<file path="src/rtl/sum_of_n_pkg.sv">
// Shared constants for the sum_of_n reduction engine: register map, CTRL bit positions, default width.
package sum_of_n_pkg;

    localparam int DEFAULT_DATA_W = 8;

    localparam logic [7:0] ADDR_CTRL = 8'd0;
    localparam logic [7:0] ADDR_N    = 8'd1;

    localparam int CTRL_IRQ_EN = 0;
    localparam int CTRL_CLR    = 1;

endpackage

</file>
<file path="src/rtl/sum_of_n_cfg.sv">
// Configuration register file for sum_of_n: N register, IRQ enable, soft-clear and restart pulses.
// SUM_OF_N_IRQ_MASK_EN makes CTRL bit0 a writable IRQ enable; otherwise the enable is tied high.
module sum_of_n_cfg
    import sum_of_n_pkg::*;
(
    input  logic       clk,
    input  logic       rst_n,
    input  logic [7:0] address,
    input  logic [7:0] data,
    input  logic       wr,
    output logic [7:0] n,
    output logic       irq_en,
    output logic       clr,
    output logic       restart
);

    logic wr_ctrl;
    logic wr_n;

    assign wr_ctrl = wr && (address == ADDR_CTRL);
    assign wr_n    = wr && (address == ADDR_N);

    // Pulses are decoded straight from the strobe so they act on the same edge as the write.
    assign clr     = wr_ctrl && data[CTRL_CLR];
    assign restart = wr_n;

    always_ff @(posedge clk or negedge rst_n) begin
        if (!rst_n) begin
            n <= 8'd0;
        end else if (wr_n) begin
            n <= data;
        end
    end

`ifdef SUM_OF_N_IRQ_MASK_EN
    always_ff @(posedge clk or negedge rst_n) begin
        if (!rst_n) begin
            irq_en <= 1'b1;
        end else if (wr_ctrl) begin
            irq_en <= data[CTRL_IRQ_EN];
        end
    end
`else
    assign irq_en = 1'b1;
`endif

endmodule

</file>
<file path="src/rtl/sum_of_n.sv">
// Streaming accumulator: sums N beats into a one-entry result buffer with a level interrupt.
// Result valid the cycle after the last beat; input stalls while a result is pending (SUM_OF_N_IRQ_MASK_EN in cfg).
module sum_of_n
    import sum_of_n_pkg::*;
#(
    parameter int DATA_W = DEFAULT_DATA_W
) (
    input  logic              CLK,
    input  logic              RST_N,
    input  logic [DATA_W-1:0] in_put,
    input  logic              EN_in_put,
    output logic              RDY_in_put,
    input  logic              EN_out_get,
    output logic [DATA_W-1:0] out_get,
    output logic              RDY_out_get,
    input  logic [7:0]        configure_address,
    input  logic [7:0]        configure_data,
    input  logic              EN_configure,
    output logic              RDY_configure,
    output logic              interrupt,
    output logic              RDY_interrupt
);

    logic [7:0]        n;
    logic              irq_en;
    logic              clr;
    logic              restart;
    logic [DATA_W-1:0] acc;
    logic [7:0]        cnt;
    logic [DATA_W-1:0] result;
    logic              result_valid;
    logic              accept;
    logic              last;
    logic              pop;

    sum_of_n_cfg u_cfg (
        .clk     (CLK),
        .rst_n   (RST_N),
        .address (configure_address),
        .data    (configure_data),
        .wr      (EN_configure),
        .n       (n),
        .irq_en  (irq_en),
        .clr     (clr),
        .restart (restart)
    );

    assign RDY_configure = 1'b1;
    assign RDY_interrupt = 1'b1;
    assign RDY_in_put    = (n != 8'd0) && !result_valid;
    assign RDY_out_get   = result_valid;
    assign out_get       = result_valid ? result : '0;
    assign interrupt     = result_valid && irq_en;

    // Any configuration write takes priority over a beat in the same cycle.
    assign accept = EN_in_put && RDY_in_put && !EN_configure;
    assign last   = (cnt == n - 8'd1);
    assign pop    = EN_out_get && result_valid;

    always_ff @(posedge CLK or negedge RST_N) begin
        if (!RST_N) begin
            acc          <= '0;
            cnt          <= 8'd0;
            result       <= '0;
            result_valid <= 1'b0;
        end else begin
            if (clr || restart) begin
                acc <= '0;
                cnt <= 8'd0;
            end else if (accept) begin
                if (last) begin
                    result <= acc + in_put;
                    acc    <= '0;
                    cnt    <= 8'd0;
                end else begin
                    acc <= acc + in_put;
                    cnt <= cnt + 8'd1;
                end
            end

            if (clr) begin
                result_valid <= 1'b0;
            end else if (accept && last) begin
                result_valid <= 1'b1;
            end else if (pop) begin
                result_valid <= 1'b0;
            end
        end
    end

endmodule

</file>
<file path="config.mk">
export PLATFORM = sky130hd
export DESIGN_NAME = sum_of_n
export DESIGN_NICKNAME = d
export VERILOG_FILES = /design/src/rtl/sum_of_n_pkg.sv /design/src/rtl/sum_of_n_cfg.sv /design/src/rtl/sum_of_n.sv
export SDC_FILE = /design/constraint.sdc
export NUM_CORES = 1
export LEC_CHECK = 0
export BUFFER_PORTS_ARGS = -buffer_cell sky130_fd_sc_hd__buf_2
export CAP_MARGIN = 5
export CORE_MARGIN = 2
export CORE_UTILIZATION = 44
export DETAILED_ROUTE_END_ITERATION = 12
export PLACE_DENSITY_LB_ADDON = 0.3
export SYNTH_ARGS = -nofsm -noshare
export SYNTH_HDL_FRONTEND = slang
export SYNTH_HIERARCHICAL = 1
export SYNTH_SLANG_ARGS = --single-unit
</file>
<file path="constraint.sdc">
create_clock -name CLK -period 3.27 [get_ports CLK]
set_input_delay 0.1635 -clock CLK [delete_from_list [all_inputs] [get_ports CLK]]
set_output_delay 0.1635 -clock CLK [all_outputs]
set_load 0.02 [all_outputs]
</file>
# ---- Yosys cells after proc, flatten, opt, wreduce, memory -nomap -nowiden
# Cells that the tools add are included.
dict set report classes {
  n_addsub 3
  n_mul 0
  div_mod_pow 0
  magnitude_cmp 0
  n_eq_ne 2
  shift 0
  n_mux 10
  n_bitwise 1
  reduce_logical 16
}
# cell n
set ops {}
lappend ops {{$mux 8} 7}
lappend ops {{$add 8x1->8 const B} 1}
lappend ops {{$add 8x8->8} 1}
lappend ops {{$eq 8x1->1 const B} 1}
lappend ops {{$eq 8x8->1} 1}
lappend ops {{$logic_and 1x1->1} 8}
lappend ops {{$logic_not 8->1} 1}
lappend ops {{$reduce_bool 8->1} 1}
lappend ops {{$sub 8x1->8 const B} 1}
lappend ops {{$mux 1} 3}
lappend ops {{$reduce_and 3->1} 1}
lappend ops {{$reduce_bool 3->1} 1}
lappend ops {{$logic_not 1->1} 2}
lappend ops {{$reduce_bool 2->1} 1}
lappend ops {{$logic_or 1x1->1} 1}
lappend ops {{$not 1->1} 1}
dict set report word_totals {
  ff_bits 33
  latchBits 0
  ram_bits 0
  mem_bits_ro 0
  input_bits 29
  out_inout_bits 13
  wordCells 37
  memories 0
}

# ---- Depth between registers and ports, before layout
dict set report depth {
  word_depth 7
  depth_mapped 9
}

# ---- Hierarchy
# Netlist, hierarchy kept.
# mod instances cells_per_inst area_each_um2 seq_area_each_um2
set by_module_without_submodules {}
lappend by_module_without_submodules {sum_of_n 1 172 1691.6 625.6}
lappend by_module_without_submodules {sum_of_n_cfg 1 23 377.9 200.2}

# ---- Worst setup path before layout
# Ideal clock, no wire load.
dict set report synth_path {
  kind {register to register}
  from {register u_cfg.n[0]}
  to {register result[0]}
  setup_time_ns 0.125
  arrival_ns 2.287
  slack_ns 0.859
  path_stages_with_launch 9
  n_path_buf 1
  period_less_slack_ns 2.411
  cell_sequence {dfrtp_1 inv_1 ha_1 nand2_1 or4_4 a2111oi_4 and2b_1 buf_6 mux2_2}
}
dict set report synth_between {
  elab_chain_len 5
}
# element line_no
set synth_rtl {}
lappend synth_rtl {{start: declaration} sum_of_n_cfg.sv:11} ;# output logic [7:0] n,
lappend synth_rtl {{start signal: assignment} sum_of_n_cfg.sv:31} ;# n <= data;
lappend synth_rtl {{parallel branches: the longest is 4 deep, another holds $sub 8x1->8} -}
lappend synth_rtl {{$reduce_and 3->1 (no source line) (*)} -}
lappend synth_rtl {{end signal: assignment} sum_of_n.sv:72} ;# result <= acc + in_put;
lappend synth_rtl {{end: declaration} sum_of_n.sv:30} ;# logic [DATA_W-1:0] result;
# Mark *: on every way between the ends.
# A chain may end at the register's enable or synchronous reset.

# ---- Worst setup path in the final report
dict set report layout_path {
  from {register u_cfg.n[0]}
  to {register result[2]}
}
# Same word-level chain as after synthesis.

==> summary.md <==
| Metric | Value |
|---|---|
| Status | finished clean |
| Ys async rst share | 100% |
| Sequential Power Share | 37.6% |
| Synth Area in Compound Gates | approximately 14% |
| Cell taking the most area after synthesis | dfrtp_1 |
| Critical path arrival | 2.93 ns |
| Initial antenna violation count | 0 |
| Placer Congestion | 0.799 |
| Yosys cell types | 49 |
| Period utilization | 84.4% |
| FF-to-FF path depth | 7 |
| Fraction of layout cells with a size suffix above 1 | 31.0% |
| Max incr delay on CP | ~0.57 ns |
| Area occupied by multi-input gates | 0.00116 mm² |
| Hold Path Sink | u_cfg/n[6] |
| Die W | 72.6 µm |
| Post-DRT Antenna Nets | 0 |
| Root buf cell | clkbuf_8 |
| Final setup TNS | 0 ns |
| Util after Layout | 54.7% |
| Critical path cell sequence | inv_1, ha_1, nand2_1, or4_4, a2111oi_4, and2b_1, mux2_2 |
| Layout Nets | 278 |
| Number of fill cells in the layout | 425 |
| Critical path's top delay family | simple AND/OR/NAND/NOR gates |
| Mapped Cells | 195 |
| Starting Density | a little under half |
| Number of global-route vias before repair | 1,524 |
| Ys Warns | 6 |
| Max cap viols | 0 |
| Vias per inst | 5.36 |
| Final Max Slew Viols | 0 |
| H-tree depth | 2 |
| Routed via count | 1,561 |
| Die Height | 72.6 µm |
| Worst-Margin Slew | 0.726 ns |
| Core ar. | 0.00444 mm² |
| Die ar. | 0.00527 mm² |
| Power density cells | 628 mW/mm² |
| Rel. slew slack | 51.6% |
| Register bit total from synthesis | 33 |
| Crit path buffers/inverters | 1 |
| Final setup fails | 0 |
| Register area | 826 µm² |
| Share of total power in combinational logic | between 30% and 40% |
| Synthesis-to-layout area growth | 17.5% |
| Sw Share | 33.7% |
| Worst endpoint required time | 3.44 ns |
| Main combinational cell family by area after synthesis | simple AND/OR/NAND/NOR gates |
| RR Endpoint | result[2] |
| Count leader, synth | dfrtp_1 |
| Int Pwr | slightly above 1 mW |
| Max Fclk | 362 MHz |
| Syn Std Cell Area | 0.00207 mm² |
| Grt total ovfl | 0 |
| Worst skew pair latency | just under 0.3 ns |
| Hold_sp | configure_data[6] |
| Clk pwr share | a little over a quarter |
| CTS tree | yes |
| Detailed Routing Iterations Pass 1 | 4 |
| FF-to-FF Start | u_cfg/n[0] |
| Wire length per cell | 13.9 µm |
| PortBufs | 39 |
| Hold Path Class | input port to flip-flop |
| Flop2flop setup slack | 0.51 ns |
| Slowest CP cell | a2111oi_4 |
| Net switching power figure | 0.515 mW |
| Unrepaired setup endpoints after global routing | false |
| Global-route wire length before repair | 7.10 mm |
| Clock sink count | 33 |
| Yosys top cell area share | 39.9% |
| Post-Route Skew | 0.00531 ns |
| Seq/Total Area, Yosys | approximately 40% |
| # IOs | 42 |
| Fin crit period | 2.76 ns |
| DP Wirelength | 2.97 mm |
| DRT iter0 DRCs | 77 |
| Post-Route WL | between 4 and 5 mm |
| Main area contributors after synthesis | dfrtp_1 40%, mux2_2 8.7%, ha_1 6.0%, a22o_1 4.7%, xnor2_1 3.8% |
| Num CTS Buffers | 5 |
| Critical-path maximum fanout | 8 |
| Critical Path Sink Type | flip-flop |
| Worst hold slack | 0.108 ns |
| Area share of fa/ha/maj cells after synthesis | 7.01% |
| Startpoint Class | flip-flop |
| Post-route DRC | 0 |
| Worst Hold Path Cells | 2 |
| GRT Util Overall | 17.4% |
| Max VDD drop | 330 µV |
| Clock slew at reported path FFs | 0.07 ns |
| Final-report hold violation count | 0 |
| Ys flop type | dfrtp_1 |
| Simple-gate share of the synthesized area | between 10% and 20% |
| Site Rows | 24 |
| Fraction of synthesized area in multiplexers | 8.71% |
| Post-synth EDFFs | 0 |
| Leak | 1.24 nW |
| Most frequent cells after synthesis | 33 x dfrtp_1, 16 x mux2_2, 13 x nor2_1 |
| Setup CP Type | flip-flop to flip-flop |
| Mapped Avg Cell Area | roughly 11 µm² |
| Post-synthesis xor/xnor area fraction | 7.62% |
| Clk buf depth | 2 |
| Largest net degree at the start of global routing | 34 |
| Antenna cell count | 0 |
[final cells by class]
cell class | count | share of cell area (%)
Multi-Input combinational cell | 145 | 47.7
Inverter | 11 | 1.70
Timing Repair Buffer | 42 | 9.05
Tap cell | 52 | 2.67
Clock inverter | 2 | 1.54
Sequential cell | 33 | 34.0
Clock buffer | 6 | 3.40
[power groups by stage]
stage	clock network (mW)	registers [mW]	logic (mW)
floorplan	0	0.558	0.447
global placement	0	0.583	0.542
detailed placement	0	0.582	0.552
CTS	0.410	0.575	0.561
global route	0.435	0.589	0.640
finish	0.398	0.574	0.554
[how the worst max path moves through the flow]
| stage | from | to | slack (ns) | cells past startpoint |
|---|---|---|---|---|
| global route | u_cfg/n[0] | result[1] | 0.34 | 7 |
| global placement | u_cfg/n[0] | result[1] | 0.63 | 7 |
| CTS | u_cfg/n[0] | result[2] | 0.50 | 7 |
| finish | u_cfg/n[0] | result[2] | 0.51 | 7 |
| detailed placement | u_cfg/n[0] | result[6] | 0.52 | 7 |
| floorplan | u_cfg/n[0] | result[0] | 0.86 | 8 |
[stage by stage]
step / setup WS [ns] / power [mW] / cell area, µm² / instances
after floorplan: 0.859 / 1.00 / 2070 / 196
after global placement: 0.629 / 1.12 / 2300 / 282
after detailed placement: 0.524 / 1.13 / 2300 / 282
after CTS: 0.497 / 1.55 / 2430 / 291
after global routing: 0.340 / 1.66 / 2430 / 291
final: 0.511 / 1.53 / 2430 / 291
[cell families after synthesis]
kind of cell	after synthesis
xor+xnor	18
compound gates	36
mux	16
other cells	2
flops	33
fa+ha+maj	11
buf+inv	18
simple gates	61
[flip-flops by register name, summed over array words and instances, names as in the netlist]
name	count
acc	8
u_cfg/n	8
cnt	8
RDY_out_get	1
result	8
[placed cells by master, fill, tap and decap left out, types with 2 or more instances in the layout]
cell type,count
a211oi_1,2
a21o_1,2
a21oi_1,5
a22o_1,11
and2_1,11
and3_1,2
buf_2,39
buf_4,2
clkbuf_8,6
conb_1,3
dfrtp_1,33
ha_1,10
inv_1,11
mux2_2,16
nand2_1,9
nand3_1,5
nor2_1,13
nor2b_1,2
nor3_1,5
nor4_1,2
o21ai_0,4
xnor2_1,9
xor2_1,9
[metal layers]
metal / vias up / track usage, % / routed length, µm
li1: 781 / - / -
met1: 735 / 24.9 / 1930
met2: 43 / 25.7 / 1920
met3: 2 / 4.97 / 186
met4: 0 / 5.56 / 23
met5: - / 0 / 0
[worst reg2reg max path, stage by stage, from the launching register on]
cell,delay [ns]
dfrtp_1,0.42
inv_1,0.12
ha_1,0.21
nand2_1,0.06
or4_4,0.43
a2111oi_4,0.58
and2b_1,0.45
mux2_2,0.39
[repair_timing]
action,in CTS,in global routing
endpoints found under the hold margin,33,0
hold buffers,1,0
buffers inserted,0,0
gates resized for setup,0,0
(Power assumes the default switching activity.)
